$ cat config.mk
export PLATFORM = sky130hd
export DESIGN_NAME = multi_cycle_ctrl
export DESIGN_NICKNAME = d
export VERILOG_FILES = /design/src/rtl/multi_cycle_ctrl.sv
export SDC_FILE = /design/constraint.sdc
export NUM_CORES = 1
export LEC_CHECK = 0
export BUFFER_PORTS_ARGS = -buffer_cell sky130_fd_sc_hd__buf_2
export CAP_MARGIN = 40
export CORE_MARGIN = 4
export CORE_UTILIZATION = 30
export DETAILED_ROUTE_END_ITERATION = 8
export PLACE_DENSITY = 0.62
export SLEW_MARGIN = 10
export SYNTH_ARGS = -nofsm -noshare
export SYNTH_HDL_FRONTEND = slang
export SYNTH_SLANG_ARGS = --single-unit
export TNS_END_PERCENT = 10
$ cat constraint.sdc
create_clock -name clk_i -period 2.25 [get_ports clk_i]
set_input_delay 0.3375 -clock clk_i [delete_from_list [all_inputs] [get_ports clk_i]]
set_output_delay 0.3375 -clock clk_i [all_outputs]
set_load 0.02 [all_outputs]
$ cat src/rtl/multi_cycle_ctrl.sv
// rtl/multi_cycle_ctrl.sv - multi-cycle MIPS control FSM with memory-ready stalls
module multi_cycle_ctrl #(
    parameter int unsigned         OPCODE_W = 6,
    parameter int unsigned         STATE_W  = 4,
    parameter logic [OPCODE_W-1:0] OP_RTYPE = 6'h00,
    parameter logic [OPCODE_W-1:0] OP_LW    = 6'h23,
    parameter logic [OPCODE_W-1:0] OP_SW    = 6'h2B,
    parameter logic [OPCODE_W-1:0] OP_BEQ   = 6'h04,
    parameter logic [OPCODE_W-1:0] OP_J     = 6'h02,
    parameter logic [OPCODE_W-1:0] OP_ADDI  = 6'h08
) (
    input  logic                clk_i,
    input  logic                rst_ni,
    input  logic [OPCODE_W-1:0] opcode_i,
    input  logic                mem_ready_i,
    output logic                pc_write_o,
    output logic                pc_write_cond_o,
    output logic [1:0]          pc_source_o,
    output logic                i_or_d_o,
    output logic                mem_read_o,
    output logic                mem_write_o,
    output logic                ir_write_o,
    output logic                reg_dst_o,
    output logic                mem_to_reg_o,
    output logic                reg_write_o,
    output logic                alu_src_a_o,
    output logic [1:0]          alu_src_b_o,
    output logic [1:0]          alu_op_o,
    output logic                inst_done_o,
    output logic                illegal_op_o,
    output logic [STATE_W-1:0]  state_o
);

    typedef enum logic [3:0] {
        S_IDLE   = 4'd0,
        S_FETCH  = 4'd1,
        S_DECODE = 4'd2,
        S_MEMADR = 4'd3,
        S_MEMRD  = 4'd4,
        S_MEMWB  = 4'd5,
        S_MEMWR  = 4'd6,
        S_EXEC   = 4'd7,
        S_ALUWB  = 4'd8,
        S_BRANCH = 4'd9,
        S_JUMP   = 4'd10,
        S_ADDIEX = 4'd11,
        S_ADDIWB = 4'd12
    } state_t;

    // Moore portion of the controls, plus state flags used for the few
    // outputs that must also follow mem_ready or the opcode combinationally.
    typedef struct packed {
        logic       pc_write;
        logic       pc_write_cond;
        logic [1:0] pc_source;
        logic       i_or_d;
        logic       mem_read;
        logic       mem_write;
        logic       reg_dst;
        logic       mem_to_reg;
        logic       reg_write;
        logic       alu_src_a;
        logic [1:0] alu_src_b;
        logic [1:0] alu_op;
        logic       inst_done;
        logic       in_fetch;
        logic       in_decode;
        logic       in_memwr;
    } ctrl_t;

    state_t state_q, state_d;
    ctrl_t  ctrl_q, ctrl_d;
    logic   op_legal;
    logic   decode_illegal;

    function automatic ctrl_t decode_state(state_t s);
        ctrl_t c;
        c = '0;
        case (s)
            S_FETCH: begin
                c.mem_read  = 1'b1;
                c.alu_src_b = 2'b01;
                c.in_fetch  = 1'b1;
            end
            S_DECODE: begin
                c.alu_src_b = 2'b11;
                c.in_decode = 1'b1;
            end
            S_MEMADR: begin
                c.alu_src_a = 1'b1;
                c.alu_src_b = 2'b10;
            end
            S_MEMRD: begin
                c.mem_read = 1'b1;
                c.i_or_d   = 1'b1;
            end
            S_MEMWB: begin
                c.reg_write  = 1'b1;
                c.mem_to_reg = 1'b1;
                c.inst_done  = 1'b1;
            end
            S_MEMWR: begin
                c.mem_write = 1'b1;
                c.i_or_d    = 1'b1;
                c.in_memwr  = 1'b1;
            end
            S_EXEC: begin
                c.alu_src_a = 1'b1;
                c.alu_op    = 2'b10;
            end
            S_ALUWB: begin
                c.reg_write = 1'b1;
                c.reg_dst   = 1'b1;
                c.inst_done = 1'b1;
            end
            S_BRANCH: begin
                c.alu_src_a     = 1'b1;
                c.alu_op        = 2'b01;
                c.pc_write_cond = 1'b1;
                c.pc_source     = 2'b01;
                c.inst_done     = 1'b1;
            end
            S_JUMP: begin
                c.pc_write  = 1'b1;
                c.pc_source = 2'b10;
                c.inst_done = 1'b1;
            end
            S_ADDIEX: begin
                c.alu_src_a = 1'b1;
                c.alu_src_b = 2'b10;
            end
            S_ADDIWB: begin
                c.reg_write = 1'b1;
                c.inst_done = 1'b1;
            end
            default: ;
        endcase
        return c;
    endfunction

    assign op_legal = (opcode_i == OP_RTYPE) || (opcode_i == OP_LW)  ||
                      (opcode_i == OP_SW)    || (opcode_i == OP_BEQ) ||
                      (opcode_i == OP_J)     || (opcode_i == OP_ADDI);

    // Next-state selection; stall states wait on mem_ready, DECODE dispatches on opcode.
    always_comb begin
        state_d = state_q;
        case (state_q)
            S_IDLE:   state_d = S_FETCH;
            S_FETCH:  if (mem_ready_i) state_d = S_DECODE;
            S_DECODE: begin
                state_d = S_FETCH;
                if (opcode_i == OP_RTYPE)
                    state_d = S_EXEC;
                else if ((opcode_i == OP_LW) || (opcode_i == OP_SW))
                    state_d = S_MEMADR;
                else if (opcode_i == OP_BEQ)
                    state_d = S_BRANCH;
                else if (opcode_i == OP_J)
                    state_d = S_JUMP;
                else if (opcode_i == OP_ADDI)
                    state_d = S_ADDIEX;
            end
            S_MEMADR: state_d = (opcode_i == OP_SW) ? S_MEMWR : S_MEMRD;
            S_MEMRD:  if (mem_ready_i) state_d = S_MEMWB;
            S_MEMWB:  state_d = S_FETCH;
            S_MEMWR:  if (mem_ready_i) state_d = S_FETCH;
            S_EXEC:   state_d = S_ALUWB;
            S_ALUWB:  state_d = S_FETCH;
            S_BRANCH: state_d = S_FETCH;
            S_JUMP:   state_d = S_FETCH;
            S_ADDIEX: state_d = S_ADDIWB;
            S_ADDIWB: state_d = S_FETCH;
            default:  state_d = S_FETCH;
        endcase
    end

    // Controls are decoded from the upcoming state so they arrive registered with it.
    always_comb begin
        ctrl_d = decode_state(state_d);
    end

    // State and control registers; reset drops straight to IDLE with every control low.
    always_ff @(posedge clk_i or negedge rst_ni) begin
        if (!rst_ni) begin
            state_q <= S_IDLE;
            ctrl_q  <= '0;
        end else begin
            state_q <= state_d;
            ctrl_q  <= ctrl_d;
        end
    end

    assign decode_illegal  = ctrl_q.in_decode & ~op_legal;

    assign pc_write_o      = ctrl_q.pc_write | (ctrl_q.in_fetch & mem_ready_i);
    assign pc_write_cond_o = ctrl_q.pc_write_cond;
    assign pc_source_o     = ctrl_q.pc_source;
    assign i_or_d_o        = ctrl_q.i_or_d;
    assign mem_read_o      = ctrl_q.mem_read;
    assign mem_write_o     = ctrl_q.mem_write;
    assign ir_write_o      = ctrl_q.in_fetch & mem_ready_i;
    assign reg_dst_o       = ctrl_q.reg_dst;
    assign mem_to_reg_o    = ctrl_q.mem_to_reg;
    assign reg_write_o     = ctrl_q.reg_write;
    assign alu_src_a_o     = ctrl_q.alu_src_a;
    assign alu_src_b_o     = ctrl_q.alu_src_b;
    assign alu_op_o        = ctrl_q.alu_op;
    assign inst_done_o     = ctrl_q.inst_done | (ctrl_q.in_memwr & mem_ready_i) | decode_illegal;
    assign illegal_op_o    = decode_illegal;
    assign state_o         = STATE_W'(state_q);

endmodule

==> results.sh <==
export IMPL_yosys_top_cells_area="dfrtp_1, buf_4, nand2_1"
export IMPL_final_antenna_net_count=0
export IMPL_hp_class="input port to register"
export IMPL_insertion_delay_ps=300
export IMPL_final_cell_mix="buf_2, dfrtp_1, nand2_1"
export IMPL_skew_ps=15.2
export IMPL_drcViolationCount=0
export IMPL_cp_start_kind="register"
export IMPL_cts_tree="built"
export IMPL_yosysWarningCount=0
export IMPL_netlist_instances=93
export IMPL_fin_nets=129
export IMPL_placed_cell_area_mm2=0.00112
export IMPL_min_from="mem_ready_i"
export IMPL_path_cells="a21boi_0 -> o21a_1 -> a211oi_2 -> nand2_1 -> nor3b_1"
export IMPL_yosysTopAreaCellShare_pct=48.5
export IMPL_synth_ff_type="dfrtp_1"
export IMPL_totalWireLength_um=2220
export IMPL_timing_critical_path_buf_inv=0
export IMPL_routedWlPerCell_um=13.6
export IMPL_timing_slew_headroom_pct=62.2
export IMPL_holdPathEnd="mem_to_reg_o$_DFF_PN0_"
export IMPL_yosys_area_top_type="dfrtp_1"
export IMPL_critical_path_top_delay_family="compound AO/OA/AOI/OAI gates"
export IMPL_yosys_area_share_simple_pct=27.5
export IMPL_grt_start_max_net_pins=20
export IMPL_arrival_ps=2130
export IMPL_synth_seq_area_share_pct=48.5
export IMPL_synth_avg_cell_area_um2=10.5
export IMPL_design_die_area_mm2=0.00424
export IMPL_gp_congestion=0.803
export IMPL_crit_type="register to register"
export IMPL_synth_nets=102
export IMPL_hpwl_um=1680
export IMPL_slowest_stage="dfrtp_1"
export IMPL_mostFrequentLayoutCell="buf_2"
export IMPL_end_kind="register"
export IMPL_clock_root_buffer="clkbuf_4"
export IMPL_synth_xor_area_share_pct=1.79
export IMPL_die_x_um=65.1
export IMPL_setup_tns_ps=0
export IMPL_core_area_mm2=0.00308
export IMPL_grt_first_pass_wirelength_um=3510
export IMPL_ys_ff_latch=19
export IMPL_reg2reg_from="state_o[3]$_DFF_PN0_"
export IMPL_ios=31
export IMPL_fmax_mhz=517
export IMPL_vias=772
export IMPL_grt_util_all_layers_pct=11.0
export IMPL_routed_via_density=4.74
export IMPL_stdcell_area_mm2=0.00116
export IMPL_cts_buffers=3
export IMPL_slew_viol_final=0
export IMPL_netlist_area_um2=980
export IMPL_clock_sinks=19
export IMPL_grt_overflow_total=0
export IMPL_worstReg2RegEnd="alu_op_o[0]$_DFF_PN0_"
export IMPL_path_clk_slew_ps=110
export IMPL_synthAdderAreaFrac_pct=0
export IMPL_die_y_um=65.1
export IMPL_worstMarginPinSlew_ps=567
export IMPL_max_cap_violations=0
export IMPL_setup_violations=0
export IMPL_antenna_found_initial=0
export IMPL_synth_top_family_by_area="simple AND/OR/NAND/NOR gates"
export IMPL_cts_max_level=1
export IMPL_r2r_slack_ps=320
export IMPL_clockBufferDepth=2
export IMPL_global_route_usage_met2_pct=19.5
export IMPL_outcome="complete, no violations"
export IMPL_crit_cells=5
export IMPL_synth_compound_area_share_pct=14.6
export IMPL_min_period_over_period_pct=86.0
export IMPL_cp_max_fo=11
export IMPL_synthArstFlopShare_pct=100
export IMPL_synthMuxAreaShare_pct=0
export IMPL_grt_pass1_vias=743
export IMPL_rsz0062_at_grt="false"
export IMPL_leakagePower_uw=0.000577
export IMPL_met3_usage_pct=4.79
export IMPL_synth_edf_count=0
export IMPL_powerDensity_mw_per_mm2=1190
export IMPL_cts_resized=0
export IMPL_ys_types=41
export IMPL_diodes=0
export IMPL_cpPeakStageDelay_ps=560
export IMPL_report_final_hold_viol_count=0
export IMPL_reg2reg_depth=5
export IMPL_grt_busiest_layer="met2"
export IMPL_drtIter0Drc=47
export IMPL_hold_path_cell_count=2
export IMPL_port_buffers=30
export IMPL_gr_usage_met1_pct=11.9
export IMPL_drive_above_1_share_pct=36.1
export IMPL_finalCriticalPeriod_ps=1930
export IMPL_p_total_uw=1370
export IMPL_ir_worst_vdd_mv=0.320
export IMPL_placementRows=20
export IMPL_required_ps=2440
export IMPL_areaGrowthSynthToFinish_pct=18.1
export IMPL_firstDrtPassIters=4
export IMPL_initial_utilization_pct=31.8
-- report_power, final --
part | internal (uW) | total, uW | switching [uW]
clock | 69.0 | 166 | 96.8
sequential | 442 | 539 | 97.3
combinational | 261 | 670 | 409
total | 771 | 1370 | 603
-- metrics by stage --
step                cells  setup WS [ps]  util, %  hold slack (ps)
floorplan              93            398        -             41.9
global placement      158            393     36.4              287
detailed placement    158            347     36.4              297
CTS                   163            323     37.6              406
global route          163            204     37.6              405
finish                163            316     37.6              421
-- Yosys cell counts, drive strengths merged, types with 2 or more instances --
cell	count
a211oi	2
a31o	2
and2	3
and3	4
buf	9
dfrtp	19
nand2	8
nand2b	2
nand3b	3
nor2	6
nor3b	3
nor4	3
nor4b	3
o21a	2
o21ai	4
or2	2
-- sequential cells by signal, indices dropped and copies added (netlist names) --
| register | count |
|---|---|
| reg_dst_o | 1 |
| state_o | 4 |
| ctrl_q | 4 |
| alu_src_b_o | 2 |
| reg_write_o | 1 |
| mem_to_reg_o | 1 |
| pc_source_o | 1 |
| alu_op_o | 2 |
| i_or_d_o | 1 |
| alu_src_a_o | 1 |
| mem_read_o | 1 |
-- metal layers --
metal / vias up / wire, um
met4: 0 / 19
met2: 17 / 1100
li1: 380 / -
met5: - / 0
met3: 2 / 152
met1: 373 / 948
-- logic make-up (layout without fill, tap and decap cells) --
logic type                count (synthesis)  after routing
buffers and inverters                    11             37
DFF                                      19             19
AOI/OAI and AO/OA                        18             18
and+or+nand+nor                          43             43
xor gates and xnor gates                  2              2
-- worst max path at each step --
stage	start	to	slack, ps
2_1_floorplan	state_o[3]$_DFF_PN0_	alu_src_a_o$_DFF_PN0_	400
3_3_place_gp	opcode_i[0]	inst_done_o	390
3_5_place_dp	state_o[2]$_DFF_PN0_	alu_src_a_o$_DFF_PN0_	350
4_1_cts	state_o[2]$_DFF_PN0_	alu_src_a_o$_DFF_PN0_	320
5_1_grt	state_o[1]$_DFF_PN0_	alu_op_o[0]$_DFF_PN0_	200
6_report	state_o[3]$_DFF_PN0_	alu_op_o[0]$_DFF_PN0_	320
-- layout make-up --
type | count | area [um^2]
Sequential cell | 19 | 475
Multi-Input combinational cell | 63 | 429
Tap cell | 44 | 55.1
Timing Repair Buffer | 32 | 168
Inverter | 1 | 3.75
Clock buffer | 4 | 26.3
Fill cell | 320 | 1920
-- what timing repair did --
item | CTS | global route
hold buffers | 1 | 0
endpoints found under the hold margin | 19 | 0
setup buffers | 0 | 0
(Power assumes the default switching activity.)
